<file path="src/rtl/traffic_sensor_if.sv">
// Detector inputs, traffic-present levels and vehicle counts of the sensor conditioner.
// dbg_state_* exposes each channel FSM: 0=IDLE, 1=Q_ON, 2=PRESENT, 3=Q_OFF.
interface traffic_sensor_if #(
    parameter int CNT_W = 8
);
    logic             car_a_raw;
    logic             car_b_raw;
    logic             clr_cnt;
    logic             TA;
    logic             TB;
    logic [CNT_W-1:0] cnt_a;
    logic [CNT_W-1:0] cnt_b;
    logic [1:0]       dbg_state_a;
    logic [1:0]       dbg_state_b;

    modport master (
        output car_a_raw, car_b_raw, clr_cnt,
        input  TA, TB, cnt_a, cnt_b, dbg_state_a, dbg_state_b
    );

    modport slave (
        input  car_a_raw, car_b_raw, clr_cnt,
        output TA, TB, cnt_a, cnt_b, dbg_state_a, dbg_state_b
    );
endinterface

</file>
<file path="src/rtl/traffic_sensor_conditioner.sv">
// Conditions two raw car-detector loops into clean TA/TB levels: 2-flop sync,
// tick-based debounce FSM, gap-out hold stretch and saturating vehicle counters.
module traffic_sensor_conditioner #(
    parameter int CLK_DIV    = 1000,
    parameter int DEB_TICKS  = 4,
    parameter int HOLD_TICKS = 8,
    parameter int CNT_W      = 8
) (
    input logic              clk,
    input logic              reset,
    traffic_sensor_if.slave  bus
);
    localparam int PW = (CLK_DIV > 1)    ? $clog2(CLK_DIV)        : 1;
    localparam int DW = (DEB_TICKS > 1)  ? $clog2(DEB_TICKS)      : 1;
    localparam int HW = (HOLD_TICKS > 0) ? $clog2(HOLD_TICKS + 1) : 1;

    typedef enum logic [1:0] {
        IDLE    = 2'd0,
        Q_ON    = 2'd1,
        PRESENT = 2'd2,
        Q_OFF   = 2'd3
    } state_t;

    logic [1:0]    raw;
    logic [1:0]    sync1;
    logic [1:0]    sync_s;
    logic [PW-1:0] pcnt;
    logic          tick;

    assign raw = {bus.car_b_raw, bus.car_a_raw};

    always_ff @(posedge clk or negedge reset) begin
        if (!reset) begin
            sync1  <= '0;
            sync_s <= '0;
        end else begin
            sync1  <= raw;
            sync_s <= sync1;
        end
    end

    assign tick = (pcnt == PW'(CLK_DIV - 1));

    always_ff @(posedge clk or negedge reset) begin
        if (!reset)    pcnt <= '0;
        else if (tick) pcnt <= '0;
        else           pcnt <= pcnt + 1'b1;
    end

    for (genvar ch = 0; ch < 2; ch++) begin : g_ch
        state_t           state;
        state_t           state_nxt;
        logic [DW-1:0]    dcnt;
        logic [DW-1:0]    dcnt_nxt;
        logic             inc;
        logic             det;
        logic [HW-1:0]    hold;
        logic [CNT_W-1:0] cnt;
        logic             present;

        always_ff @(posedge clk or negedge reset) begin
            if (!reset) begin
                state <= IDLE;
                dcnt  <= '0;
            end else begin
                state <= state_nxt;
                dcnt  <= dcnt_nxt;
            end
        end

        // A level change while qualifying drops straight back; no partial credit.
        always_comb begin
            state_nxt = state;
            dcnt_nxt  = dcnt;
            inc       = 1'b0;
            case (state)
                IDLE: begin
                    if (sync_s[ch]) begin
                        state_nxt = Q_ON;
                        dcnt_nxt  = '0;
                    end
                end
                Q_ON: begin
                    if (!sync_s[ch]) begin
                        state_nxt = IDLE;
                    end else if (tick) begin
                        if (dcnt == DW'(DEB_TICKS - 1)) begin
                            state_nxt = PRESENT;
                            inc       = 1'b1;
                        end else begin
                            dcnt_nxt = dcnt + 1'b1;
                        end
                    end
                end
                PRESENT: begin
                    if (!sync_s[ch]) begin
                        state_nxt = Q_OFF;
                        dcnt_nxt  = '0;
                    end
                end
                Q_OFF: begin
                    if (sync_s[ch]) begin
                        state_nxt = PRESENT;
                    end else if (tick) begin
                        if (dcnt == DW'(DEB_TICKS - 1)) state_nxt = IDLE;
                        else                            dcnt_nxt  = dcnt + 1'b1;
                    end
                end
                default: state_nxt = IDLE;
            endcase
        end

        assign det = (state == PRESENT) || (state == Q_OFF);

        always_ff @(posedge clk or negedge reset) begin
            if (!reset)                   hold <= '0;
            else if (det)                 hold <= HW'(HOLD_TICKS);
            else if (tick && hold != '0)  hold <= hold - 1'b1;
        end

        assign present = det | (hold != '0);

        // Clear takes priority over a same-cycle increment.
        always_ff @(posedge clk or negedge reset) begin
            if (!reset)                   cnt <= '0;
            else if (bus.clr_cnt)         cnt <= '0;
            else if (inc && cnt != '1)    cnt <= cnt + 1'b1;
        end
    end

    assign bus.TA          = g_ch[0].present;
    assign bus.TB          = g_ch[1].present;
    assign bus.cnt_a       = g_ch[0].cnt;
    assign bus.cnt_b       = g_ch[1].cnt;
    assign bus.dbg_state_a = g_ch[0].state;
    assign bus.dbg_state_b = g_ch[1].state;
endmodule
</file>
<file path="src/flat_wrapper.sv">
// flat-port wrapper written by rule: the top's interface ports become plain ports
module traffic_sensor_conditioner_flat 
#(
    parameter int CLK_DIV    = 1000,
    parameter int DEB_TICKS  = 4,
    parameter int HOLD_TICKS = 8,
    parameter int CNT_W      = 8
)
  (clk, reset, bus_car_a_raw, bus_car_b_raw, bus_clr_cnt, bus_TA, bus_TB, bus_cnt_a, bus_cnt_b, bus_dbg_state_a, bus_dbg_state_b);
  traffic_sensor_if #(.CNT_W(CNT_W)) bus_i ();
  input logic clk;
  input logic reset;
  input wire logic [$bits(bus_i.car_a_raw)-1:0] bus_car_a_raw;
  input wire logic [$bits(bus_i.car_b_raw)-1:0] bus_car_b_raw;
  input wire logic [$bits(bus_i.clr_cnt)-1:0] bus_clr_cnt;
  output wire logic [$bits(bus_i.TA)-1:0] bus_TA;
  output wire logic [$bits(bus_i.TB)-1:0] bus_TB;
  output wire logic [$bits(bus_i.cnt_a)-1:0] bus_cnt_a;
  output wire logic [$bits(bus_i.cnt_b)-1:0] bus_cnt_b;
  output wire logic [$bits(bus_i.dbg_state_a)-1:0] bus_dbg_state_a;
  output wire logic [$bits(bus_i.dbg_state_b)-1:0] bus_dbg_state_b;
  assign bus_i.car_a_raw = bus_car_a_raw;
  assign bus_i.car_b_raw = bus_car_b_raw;
  assign bus_i.clr_cnt = bus_clr_cnt;
  assign bus_TA = bus_i.TA;
  assign bus_TB = bus_i.TB;
  assign bus_cnt_a = bus_i.cnt_a;
  assign bus_cnt_b = bus_i.cnt_b;
  assign bus_dbg_state_a = bus_i.dbg_state_a;
  assign bus_dbg_state_b = bus_i.dbg_state_b;
  traffic_sensor_conditioner #(.CLK_DIV(CLK_DIV), .DEB_TICKS(DEB_TICKS), .HOLD_TICKS(HOLD_TICKS), .CNT_W(CNT_W)) u_core (.clk(clk), .reset(reset), .bus(bus_i));
endmodule
</file>
<file path="config.mk">
export PLATFORM = sky130hd
export DESIGN_NAME = traffic_sensor_conditioner_flat
export DESIGN_NICKNAME = d
export VERILOG_FILES = /design/src/rtl/traffic_sensor_if.sv /design/src/rtl/traffic_sensor_conditioner.sv /design/src/flat_wrapper.sv
export SDC_FILE = /design/constraint.sdc
export NUM_CORES = 1
export LEC_CHECK = 0
export ABC_AREA = 1
export CORE_MARGIN = 3
export CORE_UTILIZATION = 51
export DETAILED_ROUTE_END_ITERATION = 12
export PLACE_DENSITY = 0.82
export SLEW_MARGIN = 20
export SYNTH_ARGS = -nofsm -noshare
export SYNTH_HDL_FRONTEND = slang
export SYNTH_SLANG_ARGS = --single-unit
</file>
<file path="constraint.sdc">
create_clock -name clk -period 1.41 [get_ports clk]
set_clock_uncertainty 0.05 [all_clocks]
set_input_delay 0.282 -clock clk [delete_from_list [all_inputs] [get_ports clk]]
set_output_delay 0.282 -clock clk [all_outputs]
set_load 0.1 [all_outputs]
</file>
==> run summary, run 1 <==
final critical-path share of the clock period - 127.4%
Reg2Reg Depth - 9
largest cells by area after synthesis - sky130_fd_sc_hd__dfrtp_1 (46%), sky130_fd_sc_hd__nand2_1 (12%), sky130_fd_sc_hd__nand3_1 (10%)
clock latency reported for the late side of the worst-skew pair - 310 ps
most common flop cell mapped by yosys - sky130_fd_sc_hd__dfrtp_1
class of the tightest hold or removal check - flip-flop to flip-flop
Yosys top cell area share - 45.93%
class of the most critical setup path - flip-flop to flip-flop
maximum level of the CTS H-tree - 2
number of synthesized register bits - 46
Detail Placement HPWL - 4.060 mm
count of endpoints failing setup in the final report - 49
endpoint required time on the critical path - 1560 ps
number of rows created at floorplan - 24
wire length of the first global-routing pass - 12.43 mm
Rel. slew slack - 74.30%
Remaining DRCs - 0
global-route met3 utilization - 5.674%
leakage dissipation - 1.974 nW
Synth cell types - 24
number of antenna repair diodes - 0
via count normalized by instance count - 5.732
category of the worst setup path capture point - flip-flop
CTS clock-pin slew for the worst setup and hold paths - 90 ps
post-synthesis sequential area ratio - 45.93%
core box area - 0.004534 mm²
area after detailed placement - 0.003441 mm²
share of flip-flops with an asynchronous set or reset - 100.0%
routed via count - 2694
setup slack of the critical path after layout - -386.3 ps
Die W - 76.10 µm
violations in the final reports - setup timing
count of yosys warnings during synthesis - 0
CTS tree - built
Min-Delay Path Depth - 0
peak-usage layer in the global routing report - met2
antenna-violating nets left - 0
Cell Count, Final, Fillers Out - 470
total of buffers placed on input and output ports - 26
Cell Chain, Critical Path - ha_2 > nand2_2 > nor2_4 > inv_2 > nor2_4 > buf_4 > nand4_4 > nand3_2 > nand2_1
number of DRC violations after detailed-routing iteration 0 - 260
data arrival time of the critical path - 1940 ps
CTS Sinks - 46
gr usage total - 26.98%
maxcap violations - 0
total nets after synthesis - 328
post-synthesis to final-layout area growth - 64.10%
stage delay of the slowest cell on the critical path - 400 ps
fill cell instance count of the final layout - 158
power per unit of standard cell area - 662.7 mW/mm²
Worst Tran Pin Value - 383.4 ps
initial standard-cell utilization of the core - 55.27%
via count of the first global-routing pass - 2621
die height - 76.10 µm
cts bufs inserted - 5
Hold WS - 303.8 ps
setup repair after global routing missed its margin - yes
cell area after layout - 0.004113 mm²
GR met2 Demand/Resource - 48.94%
clock period minus final worst setup slack - 1796 ps
netlist area before placement - 0.002506 mm²
maximum clock frequency - 0.5567 GHz
last weighted congestion value of the routability-driven placer - 0.7877
final-stage net count - 416
biggest area consumer among synthesized cells - sky130_fd_sc_hd__dfrtp_1
Die ar. - 0.005791 mm²
Clock Path Buffers - 2
crit path buf inv count - 2
Top delay family on crit path - simple AND/OR/NAND/NOR gates
R2R Path End - u_core.bus.cnt_b[2]$_DFFE_PN0P_
maximum number of pins on one net before global-route repair - 47
worst hold path startpoint - u_core.sync1[0]$_DFF_PN0_
number of standard cells after synthesis - 316
final routed wirelength across all metal layers - 8.426 mm
worst reg2reg path startpoint - u_core.pcnt[1]$_DFF_PN0_
fraction of final layout cells sized beyond drive strength 1 - 46.17%
worst reg-to-reg setup slack - -390 ps
Mean Syn Cell Area - 7.931 µm²
startpoint kind of the worst setup timing path - flip-flop
highest-delay cell along the critical path - sky130_fd_sc_hd__dfrtp_1
number of enable-type register cells in the synthesized netlist - 0
Max Fanout on Critical Path - 8
first-pass iteration count of the detailed router - 5
final routed wire length divided by cell count - 17.93 µm
maximum ir drop on the vdd rail - 0.9075 mV
Hold Vio Cnt, Final - 0
outcome - complete, but fails checks
Placed Instances - 437
CP dominant cell by count - sky130_fd_sc_hd__nor2_4
number of pins with negative max-slew slack in the final report - 0
number of antenna violations at the first check in global routing - 0
worst min-delay path endpoint - u_core.sync_s[0]$_DFF_PN0_
met1 demand-to-capacity share in global routing - 29.99%
global route overflow - 0
CTS root buf - sky130_fd_sc_hd__clkbuf_8
count of boundary I/O pins - 27
-- repair_timing --
| action | in CTS | in global routing |
|---|---|---|
| resized for setup | 60 | 33 |
| hold buffers | 1 | 0 |
| endpoints found under the setup margin | 47 | 48 |
| hold endpoints to repair | 46 | 0 |
| cloned | 0 | 0 |
| pin swaps | 12 | 12 |
| buffers inserted | 17 | 8 |
-- flip-flops by register name, summed over array words and instances (netlist names), named ones only --
signal / flops
u_core.pcnt: 10
u_core.bus.dbg_state_a: 1
u_core.bus.cnt_a: 8
u_core.g_ch.hold: 8
u_core.bus.cnt_b: 8
u_core.bus.dbg_state_b: 1
u_core.sync_s: 2
u_core.g_ch.dcnt: 4
u_core.sync1: 2
-- layer usage --
layer,share of wire [%],up-vias
met5,0,-
met4,4.7,0
met3,6.1,39
met2,50,148
met1,39,1314
li1,-,1193
-- report_power, final --
group / total, mW / leakage, nW / internal [mW] / switching [mW]
clock network: 1.24 / 0.0714 / 0.756 / 0.483
registers: 1.33 / 0.580 / 1.33 / 0.00571
logic: 0.152 / 1.32 / 0.0520 / 0.100
total: 2.73 / 1.97 / 2.14 / 0.589
-- cells in the mapped netlist (4+ instances only) --
cell type	instances
sky130_fd_sc_hd__a21oi_1	4
sky130_fd_sc_hd__dfrtp_1	46
sky130_fd_sc_hd__ha_1	7
sky130_fd_sc_hd__inv_1	47
sky130_fd_sc_hd__nand2_1	77
sky130_fd_sc_hd__nand3_1	50
sky130_fd_sc_hd__nand4_1	9
sky130_fd_sc_hd__nor2_1	27
sky130_fd_sc_hd__o21ai_0	13
sky130_fd_sc_hd__xor2_1	10
-- layout by cell type, fill, tap and decap left out, types with 10 or more instances in the layout --
cell,count
sky130_fd_sc_hd__buf_4,45
sky130_fd_sc_hd__nand3_1,24
sky130_fd_sc_hd__nand2_1,67
sky130_fd_sc_hd__dfrtp_2,11
sky130_fd_sc_hd__dfrtp_1,26
sky130_fd_sc_hd__nand3_2,23
sky130_fd_sc_hd__inv_1,37
sky130_fd_sc_hd__xor2_1,10
sky130_fd_sc_hd__nor2_1,21
sky130_fd_sc_hd__buf_12,25
sky130_fd_sc_hd__buf_6,10
-- worst register-to-register path: stages, from the launching register on --
cell,delay [ps]
sky130_fd_sc_hd__dfrtp_1,400
sky130_fd_sc_hd__ha_2,210
sky130_fd_sc_hd__nand2_2,80
sky130_fd_sc_hd__nor2_4,120
sky130_fd_sc_hd__inv_2,70
sky130_fd_sc_hd__nor2_4,190
sky130_fd_sc_hd__buf_4,160
sky130_fd_sc_hd__nand4_4,200
sky130_fd_sc_hd__nand3_2,130
sky130_fd_sc_hd__nand2_1,80
-- cells by family (layout without fill, tap and decap cells) --
family / Yosys count / in the layout / synth area share, %
flip-flops: 46 / 46 / 45.93
AO/OA/AOI/OAI: 20 / 20 / 4.193
XOR/XNOR: 12 / 12 / 4.194
AND/OR/NAND/NOR: 179 / 179 / 33.80
adder cells (fa/ha/maj): 7 / 7 / 3.495
buffers and inverters: 52 / 141 / 8.387
-- cell type report --
type                       count  area [µm²]  share of cell area (%)
sequential                    46        1199                   29.15
clock buffer                   6       82.58                   2.008
clock inverter                 2       60.06                   1.460
tap                           65       81.33                   1.977
timing repair buffer          85       996.0                   24.22
inverter                      48       187.7                   4.563
multi-input combinational    218        1506                   36.63
-- worst max path at each step --
| stage | from | cells after the start | endpoint |
|---|---|---|---|
| after floorplan | flip-flop | 2 | bus_TB |
| after CTS | u_core.g_ch[1].hold[1]$_DFFE_PN0P_ | 4 | bus_TB |
| final | u_core.pcnt[1]$_DFF_PN0_ | 9 | u_core.bus.cnt_b[2]$_DFFE_PN0P_ |
| after global placement | u_core.pcnt[1]$_DFF_PN0_ | 10 | u_core.g_ch[0].hold[2]$_DFFE_PN0P_ |
| after detailed placement | u_core.pcnt[0]$_DFF_PN0_ | 10 | u_core.g_ch[1].hold[2]$_DFFE_PN0P_ |
| after global routing | u_core.pcnt[1]$_DFF_PN0_ | 9 | u_core.bus.cnt_a[5]$_DFFE_PN0P_ |
-- through the flow --
step	power, mW	worst slack, ps	util, %	setup TNS, ps
global route	2.794	-474.0	90.70	-13050
finish	2.726	-386.3	90.70	-10540
CTS	2.697	-154.1	86.62	-3596
detailed placement	1.493	-144.9	75.88	-2981
floorplan	1.416	-559.1	-	-2969
global placement	1.490	-69.24	75.88	-1244
(Power assumes the default switching activity.)
==> inputs of run 2 (changes only) <==
--- a/config.mk
+++ b/config.mk
@@ -6,9 +6,11 @@
 export NUM_CORES = 1
 export LEC_CHECK = 0
 export ABC_AREA = 1
+export CAP_MARGIN = 20
 export CORE_MARGIN = 3
 export CORE_UTILIZATION = 51
 export DETAILED_ROUTE_END_ITERATION = 12
+export MAX_ROUTING_LAYER = met4
 export PLACE_DENSITY = 0.82
 export SLEW_MARGIN = 20
 export SYNTH_ARGS = -nofsm -noshare
==> constraint.sdc (replaced) <==
create_clock -name clk -period 1.41 [get_ports clk]
set_clock_uncertainty 0.05 [all_clocks]
set_input_delay 0.282 -clock clk [delete_from_list [all_inputs] [get_ports clk]]
set_output_delay 0.282 -clock clk [all_outputs]
set_load 0.02 [all_outputs]
==> run summary, run 2 (synthesis gave the netlist of run 1 again) <==
outcome - complete, but fails checks (unchanged)
violations in the final reports - setup timing (unchanged)
cts bufs inserted - 5 (unchanged)
number of DRC violations after detailed-routing iteration 0 - 193 (was 260)
number of antenna violations at the first check in global routing - 0 (unchanged)
via count of the first global-routing pass - 2456 (was 2621)
count of boundary I/O pins - 27 (unchanged)
most frequent cells in the layout - sky130_fd_sc_hd__nand2_1 (68), sky130_fd_sc_hd__buf_4 (54), sky130_fd_sc_hd__dfrtp_1 (41) (was sky130_fd_sc_hd__nand2_1 (67), sky130_fd_sc_hd__buf_4 (45), sky130_fd_sc_hd__inv_1 (37))
wire length of the first global-routing pass - 10.87 mm (was 12.43 mm)
maximum number of pins on one net before global-route repair - 47 (unchanged)
setup slack of the critical path after layout - -329.6 ps (was -386.3 ps)
core box area - 0.004534 mm² (unchanged)
initial standard-cell utilization of the core - 55.27% (unchanged)
class of the most critical setup path - flip-flop to flip-flop (unchanged)
number of pins with negative max-slew slack in the final report - 0 (unchanged)
final routed wire length divided by cell count - 15.47 µm (was 17.93 µm)
count of endpoints failing setup in the final report - 37 (was 49)
first-pass iteration count of the detailed router - 4 (was 5)
antenna-violating nets left - 0 (unchanged)
Die ar. - 0.005791 mm² (unchanged)
worst reg2reg path startpoint - u_core.pcnt[1]$_DFF_PN0_ (unchanged)
clock latency reported for the late side of the worst-skew pair - 310 ps (about the same)
gr usage total - 23.47% (was 26.98%)
maximum clock frequency - 0.5748 GHz (was 0.5567 GHz)
CTS clock-pin slew for the worst setup and hold paths - 90 ps (about the same)
crit path from - u_core.pcnt[1]$_DFF_PN0_ (unchanged)
leakage dissipation - 1.991 nW (was 1.974 nW)
CTS tree - built (unchanged)
routed via count - 2568 (was 2694)
CTS root buf - sky130_fd_sc_hd__clkbuf_8 (unchanged)
category of the worst setup path capture point - flip-flop (unchanged)
power after layout - 2.309 mW (was 2.726 mW)
Remaining DRCs - 0 (unchanged)
last weighted congestion value of the routability-driven placer - 0.8334 (was 0.7877)
final-stage net count - 424 (was 416)
number of flip-flops under the largest register name - 10 (unchanged)
final routed wirelength across all metal layers - 7.397 mm (was 8.426 mm)
power per unit of standard cell area - 616.5 mW/mm² (was 662.7 mW/mm²)
Die W - 76.10 µm (unchanged)
clock period minus final worst setup slack - 1740 ps (was 1796 ps)
maximum ir drop on the vdd rail - 0.8038 mV (was 0.9075 mV)
CTS Sinks - 46 (unchanged)
maxcap violations - 0 (unchanged)
setup slack after placement - -203.5 ps (was -144.9 ps)
startpoint kind of the worst setup timing path - flip-flop (unchanged)
post-synthesis to final-layout area growth - 49.43% (was 64.10%)
setup repair after global routing missed its margin - yes (unchanged)
total of buffers placed on input and output ports - 26 (unchanged)
worst hold path startpoint - u_core.sync1[0]$_DFF_PN0_ (unchanged)
Biggest register - u_core.pcnt (unchanged)
fraction of final layout cells sized beyond drive strength 1 - 38.01% (was 46.17%)
Detail Placement HPWL - 3.938 mm (was 4.060 mm)
global route overflow - 0 (unchanged)
final critical-path share of the clock period - 123.4% (was 127.4%)
via count normalized by instance count - 5.372 (was 5.732)
most common cell after layout, fill and taps aside - sky130_fd_sc_hd__nand2_1 (unchanged)
number of antenna repair diodes - 0 (unchanged)
total negative slack - -7142 ps (was -10540 ps)
die height - 76.10 µm (unchanged)
maximum level of the CTS H-tree - 2 (unchanged)
Clock Path Buffers - 2 (unchanged)
Worst Tran Pin Value - 372.3 ps (was 383.4 ps)
endpoint required time on the critical path - 1600 ps (was 1560 ps)
number of rows created at floorplan - 24 (unchanged)
Hold Vio Cnt, Final - 0 (unchanged)
Rel. slew slack - 75.18% (was 74.30%)
class of the tightest hold or removal check - flip-flop to flip-flop (unchanged)
data arrival time of the critical path - 1930 ps (was 1940 ps)
Max Fanout on Critical Path - 4 (was 8)
run 2: metal layers:
metal	GRT usage, %	up-vias	share of wire (%)
met5	-	-	0
met2	40.96	98	54
li1	-	1209	-
met3	4.374	24	5.3
met1	27.42	1237	39
met4	7.609	0	2.4
run 2: path summary, 6_finish.rpt:
path / depth (start not counted) / endpoint / slack [ps]
worst max-delay path: 11 / u_core.bus.cnt_a[3]$_DFFE_PN0P_ / -330
worst min-delay path: 0 / u_core.sync_s[0]$_DFF_PN0_ / 320
worst max register to register: 11 / u_core.bus.cnt_a[3]$_DFFE_PN0P_ / -330
worst min register to register: 0 / u_core.sync_s[0]$_DFF_PN0_ / 320
max in group asynchronous: 3 / u_core.bus.cnt_a[0]$_DFFE_PN0P_ / 630
min in group asynchronous: 3 / u_core.pcnt[5]$_DFF_PN0_ / 430
run 2: final cells by class:
type	count	area, µm²
Multi-Input combinational cell	218	1445
Sequential cell	46	1157
Timing Repair Buffer	93	789.5
Fill cell	252	789.5
Inverter	48	180.2
Clock buffer	7	86.33
Tap cell	65	81.33
Clock inverter	1	5.005
run 2: repair_timing:
action,in CTS,in global routing
gates resized for setup,97,61
pin swaps,21,24
hold buffers,1,0
cloned,0,0
setup buffers,3,13
endpoints found under the setup margin,57,54
endpoints found under the hold margin,46,0
run 2: critical path, stage by stage, from the launching register on:
cell and delay (ps):
sky130_fd_sc_hd__dfrtp_1 410, sky130_fd_sc_hd__ha_4 160, sky130_fd_sc_hd__nand2_4 60, sky130_fd_sc_hd__nor2_4 130, sky130_fd_sc_hd__inv_2 50, sky130_fd_sc_hd__nor2_4 160, sky130_fd_sc_hd__buf_6 130, sky130_fd_sc_hd__nand2_4 50
sky130_fd_sc_hd__nor2_4 160, sky130_fd_sc_hd__buf_4 130, sky130_fd_sc_hd__nand3b_1 100, sky130_fd_sc_hd__nand2_1 100
run 2: metrics by stage:
| step | cell area [µm²] | hold slack (ps) | instances | util (%) |
|---|---|---|---|---|
| 2_1_floorplan | 2519 | -63.59 | 316 | - |
| 3_3_place_gp | 3248 | 231.3 | 456 | 71.63 |
| 3_5_place_dp | 3248 | 235.2 | 456 | 71.63 |
| 4_1_cts | 3526 | 316.6 | 468 | 77.76 |
| 5_1_grt | 3745 | 330.4 | 478 | 82.59 |
| 6_report | 3745 | 315.2 | 478 | 82.59 |
run 2: power breakdown:
| part | switching [mW] | leakage, nW | total, mW | internal [mW] |
|---|---|---|---|---|
| combinational | 0.0717 | 1.34 | 0.107 | 0.0350 |
| sequential | 0.00871 | 0.607 | 1.34 | 1.33 |
| clock | 0.470 | 0.0482 | 0.867 | 0.397 |
| total | 0.550 | 1.99 | 2.31 | 1.76 |
==> edit 1: new RTL, flow settings as in run 2 <==
Encoding of `state_t`: now Gray code (2 bits for 4 states).
--- a/src/rtl/traffic_sensor_conditioner.sv
+++ b/src/rtl/traffic_sensor_conditioner.sv
@@ -16,8 +16,8 @@
 
     typedef enum logic [1:0] {
-        IDLE    = 2'd0,
-        Q_ON    = 2'd1,
-        PRESENT = 2'd2,
-        Q_OFF   = 2'd3
+        IDLE    = 2'b00,
+        Q_ON    = 2'b01,
+        PRESENT = 2'b11,
+        Q_OFF   = 2'b10
     } state_t;
 
Formal check against the unedited RTL: no difference found for any inputs over 10 cycles, from zero or initial values and one cycle with reset low; not proved beyond that.
==> edit 1 against run 2 <==
  * The run still ends with setup timing left
  * Wire length grew 29%
  * Sequential cell count is the same
  * Worst setup slack gained 0.065 ns
  * Cell area grew 16%
  * Area after synthesis grew 12%
  * Critical path depth is the same
Power is not compared: it rests on default switching activity, and its combinational part moved more than twofold at a synthesized area within 25%.
==> edit 1: results (changes against run 2) <==
- Internal power: 3160 uW
- Status: finished, violations left (unchanged)
- Final HPWL DP: 4.74 mm (was 3.94 mm)
- Worst Path Arrival: 1.82 ns (was 1.93 ns)
- Largest net degree at the start of global routing: 47 (unchanged)
- Async set-or-reset flop fraction in the synthesized netlist: 1.00 (unchanged)
- Fin nets: 500 (was 424)
- Vias: 3169 (was 2568)
- Ratio of cells with drive above 1 in the final layout: 0.445 (was 0.380)
- Worst-path fanout max: 3 (was 4)
- Vias in the first global route: 2756 (was 2456)
- Area post-placement: 0.00362 mm2 (was 0.00325 mm2)
- Initial DRC Count: 294 (was 193)
- First-pass GRT wire length: 12.5 mm (was 10.9 mm)
- H-tree depth: 2 (unchanged)
- Max reg flops: 10 (unchanged)
- Sequential fraction of the synthesis area: 0.411 (was 0.459)
- Synthesized Nets: 392 (was 328)
- TritonRoute pass-1 iters: 5 (was 4)
- Most common library cells after synthesis: 109 x nand2_1, 54 x inv_1, 46 x dfrtp_1 (was 77 x nand2_1, 50 x nand3_1, 47 x inv_1)
- Initial antenna violation count: 0 (unchanged)
- I/O Buffers: 26 (unchanged)
- Top area cells in the synthesized netlist: dfrtp_1 41%, nand2_1 15%, nand3_1 7.7%, inv_1 7.2%, ha_1 6.7% (was dfrtp_1 46%, nand2_1 12%, nand3_1 10%, inv_1 7.0%, nor2_1 4.0%)
- GPL Wtd Cong: 0.918 (was 0.833)
- Inserted Diodes: 0 (unchanged)
- Leak: about 0.0023 uW
- Drt total wl: 9.56 mm (was 7.40 mm)
- Final worst setup slack: -0.264 ns (was -0.330 ns)
- Final setup viols: 44 (was 37)
- Failing checks: setup timing (unchanged)
- Netlist cell types: 28 (was 24)
- Filler cells: 267 (was 252)
- Worst relative slew slack: 0.684 (was 0.752)
- TritonCTS buffer count: 5 (unchanged)
- GRT Overall Usage: 0.256 (was 0.235)
## edit 1: changes by cell type in the layout (fill, tap and decap cells not counted), moves of 8 or more
cell / change
nand2_2: +15
ha_4: +8
nor2_4: +8
nand2_1: +15
buf_4: +10
inv_2: +10
## edit 1: power by group through the flow
stage,Combinational (uW),Sequential (uW),Clock [uW]
after floorplan,870,1600,0
final,2740,1570,848
after global placement,1700,1520,0
after global routing,2940,1590,924
after CTS,2280,1540,862
after detailed placement,1770,1540,0
## edit 1: layer usage
layer / up-vias / global-route usage / part of all wire
met1: 1513 / 0.285 / 0.36
li1: 1395 / - / -
met2: 200 / 0.457 / 0.51
met5: - / - / 0
met3: 61 / 0.0437 / 0.071
met4: 0 / 0.0997 / 0.057
## edit 1: final cells by class
class                   count  area share
flip-flops and latches     46       0.267
well taps                  70      0.0202
multi-input cells         267       0.434
repair buffers            103       0.207
clock inverters             1     0.00115
inverters                  57      0.0505
clock buffers               7      0.0199
## edit 1: final timing paths
| path | slack [ns] | end | startpoint | depth (start not counted) |
|---|---|---|---|---|
| max in group asynchronous | 0.63 | u_core.bus.dbg_state_b[0] | reset | 3 |
| worst min-delay path | 0.31 | u_core.sync_s[0] | u_core.sync1[0] | 0 |
| worst min register to register | 0.31 | u_core.sync_s[0] | u_core.sync1[0] | 0 |
| worst max register to register | -0.26 | u_core.bus.dbg_state_a[0] | u_core.pcnt[1] | 11 |
| worst max-delay path | -0.26 | u_core.bus.dbg_state_a[0] | u_core.pcnt[1] | 11 |
| min in group asynchronous | 0.43 | u_core.bus.cnt_b[3] | reset | 3 |
## edit 1: per-stage QoR
step	cells	worst slack [ns]	util	setup TNS [ns]
CTS	542	-0.249	0.783	-3.61
global placement	524	-0.357	0.695	-2.89
detailed placement	524	-0.393	0.695	-4.35
finish	551	-0.264	0.834	-6.87
global route	551	-0.351	0.834	-9.63
floorplan	372	-0.00752	-	-0.0147
## edit 1: repair_timing
action | 4_1_cts | 5_1_grt
buffers inserted | 8 | 11
resized for setup | 126 | 69
hold buffers | 1 | 0
cloned | 1 | 0
endpoints found under the hold margin | 46 | 0
setup endpoints to repair | 55 | 52
pin swaps | 41 | 37
## edit 1: logic make-up (layout without fill, tap and decap cells)
family,after synthesis,in the layout,synth area share
buf+inv,60,168,0.0809
xor+xnor,6,6,0.0188
fa+ha+maj,15,15,0.0671
simple gates,217,218,0.367
flops,46,46,0.411
mux,1,1,0.00358
compound gates,27,27,0.0510
## edit 1: critical path, delay by kind of cell, from the launching register on
kind | cells | cell delay (ns)
adders and majority gates | 1 | 0.19
buffers and inverters | 2 | 0.21
and+or+nand+nor | 8 | 0.69
DFF | 1 | 0.42
==> edit 2: new RTL, settings of run 2 <==
Made on the original files. `CNT_W` is set to 8 in 3 places; all go to 9.
--- a/src/rtl/traffic_sensor_if.sv
+++ b/src/rtl/traffic_sensor_if.sv
@@ -2,5 +2,5 @@
 // dbg_state_* exposes each channel FSM: 0=IDLE, 1=Q_ON, 2=PRESENT, 3=Q_OFF.
 interface traffic_sensor_if #(
-    parameter int CNT_W = 8
+    parameter int CNT_W = 9
 );
     logic             car_a_raw;
--- a/src/rtl/traffic_sensor_conditioner.sv
+++ b/src/rtl/traffic_sensor_conditioner.sv
@@ -5,5 +5,5 @@
     parameter int DEB_TICKS  = 4,
     parameter int HOLD_TICKS = 8,
-    parameter int CNT_W      = 8
+    parameter int CNT_W      = 9
 ) (
     input logic              clk,
--- a/src/flat_wrapper.sv
+++ b/src/flat_wrapper.sv
@@ -5,5 +5,5 @@
     parameter int DEB_TICKS  = 4,
     parameter int HOLD_TICKS = 8,
-    parameter int CNT_W      = 8
+    parameter int CNT_W      = 9
 )
   (clk, reset, bus_car_a_raw, bus_car_b_raw, bus_clr_cnt, bus_TA, bus_TB, bus_cnt_a, bus_cnt_b, bus_dbg_state_a, bus_dbg_state_b);
Interface: changed (resized bus_cnt_a and bus_cnt_b); port bits go from 27 to 29. The function was not compared with the original's and may differ.
==> edit 2 against run 2 <==
  * The run still ends with setup timing left
  * Sequential power grew 4%
  * Critical path type unchanged
  * Clock power grew 27%
  * Sequential cell count grew 2
  * Non-clock buffer count grew 20
  * Via count grew 17%
  * Worst setup slack lost 0.23 ns
  * Wire length grew 27%
  * Area after synthesis grew 7.7%
  * Worst hold slack lost 0.0044 ns
  * Power grew 16%
  * Cell count grew 12%
  * Maximum frequency shrank 12%
  * Cell area grew 12%
==> edit 2: results (changes against run 2) <==
- I/O Buffers: 28 (was 26)
- Netlist cell types: 25 (was 24)
- Area post-placement: 0.00362 mm2 (was 0.00325 mm2)
- Worst relative slew slack: 0.716 (was 0.752)
- Hold Startpoint: u_core.sync1[1] (was u_core.sync1[0])
- Comb_multi_in: 252 (was 218)
- Filler cells: 271 (was 252)
- Top area cells in the synthesized netlist: dfrtp_1 45%, nand2_1 15%, nand3_1 7.2%, inv_1 5.8%, nor2_1 4.7% (was dfrtp_1 46%, nand2_1 12%, nand3_1 10%, inv_1 7.0%, nor2_1 4.0%)
- GPL Wtd Cong: 0.883 (was 0.833)
- Slowest stage cell on the critical path: dfrtp_2 (was dfrtp_1)
- Most common library cells after synthesis: 107 x nand2_1, 48 x dfrtp_1, 42 x inv_1 (was 77 x nand2_1, 50 x nand3_1, 47 x inv_1)
- Largest net degree at the start of global routing: 49 (was 47)
- Num sequential: 48 (was 46)
- Total negative setup slack: -10.76 ns (was -7.14 ns)
- Status: finished, violations left (unchanged)
- Clock-cell share: 0.0302 (was 0.0244)
- Vias in the first global route: 2964 (was 2456)
- Synthesized Nets: 361 (was 328)
- Drt total wl: 9.42 mm (was 7.40 mm)
- TritonRoute pass-1 iters: 7 (was 4)
- Non-clock buffer instance count of the final layout: 113 (was 93)
- Setup crit start: u_core.bus.cnt_a[0] (was u_core.pcnt[1])
- Final worst setup slack: -0.557 ns (was -0.330 ns)
- Final setup viols: 43 (was 37)
- Failing checks: setup timing (unchanged)
- Hold EP: u_core.sync_s[1] (was u_core.sync_s[0])
## edit 2: cell count changes after synthesis, sizes merged, moves of 2 or more
cell	before	now
dfrtp	46	48
ha	7	9
nand3	50	40
clkbuf	0	3
nand4	11	14
nand3b	3	0
nor2	31	44
nand2	80	112
o21ai	14	10
inv	48	44
buf	4	1
## edit 2: critical path, delay by kind of cell (launching register included)
kind | cells | cell delay (ns)
and+or+nand+nor | 9 | 0.96
adders and majority gates | 2 | 0.34
buffers and inverters | 1 | 0.07
DFF | 1 | 0.44
## edit 2: repair_timing
| item | CTS | global route |
|---|---|---|
| hold buffers | 1 | 0 |
| hold endpoints to repair | 48 | 0 |
| pin swaps | 35 | 23 |
| setup buffers | 20 | 10 |
| gates resized for setup | 121 | 61 |
| gates cloned | 2 | 0 |
| endpoints found under the setup margin | 61 | 54 |
## edit 2: power by group
part / leakage [uW] / switching [uW] / internal [uW] / total (uW)
Sequential: 0.000635 / 12.5 / 1390 / 1400
Combinational: 0.00154 / 107 / 63.2 / 171
Clock: 0.0000645 / 477 / 626 / 1100
## edit 2: kinds of logic (layout without fill, tap and decap cells)
kind of cell               Yosys count  count (layout)  share of synthesized area
buffers and inverters               49             166                     0.0709
AOI/OAI and AO/OA                   14              14                     0.0269
and+or+nand+nor                    214             216                      0.373
xor gates and xnor gates            13              13                     0.0422
adders and majority gates            9               9                     0.0417
DFF                                 48              48                      0.445
## edit 2: routing by layer
layer	track usage	routed length (um)	share of wire
met1	0.308	3420	0.36
met3	0.0578	567	0.060
met5	-	0	0
met4	0.161	632	0.067
met2	0.503	4800	0.51
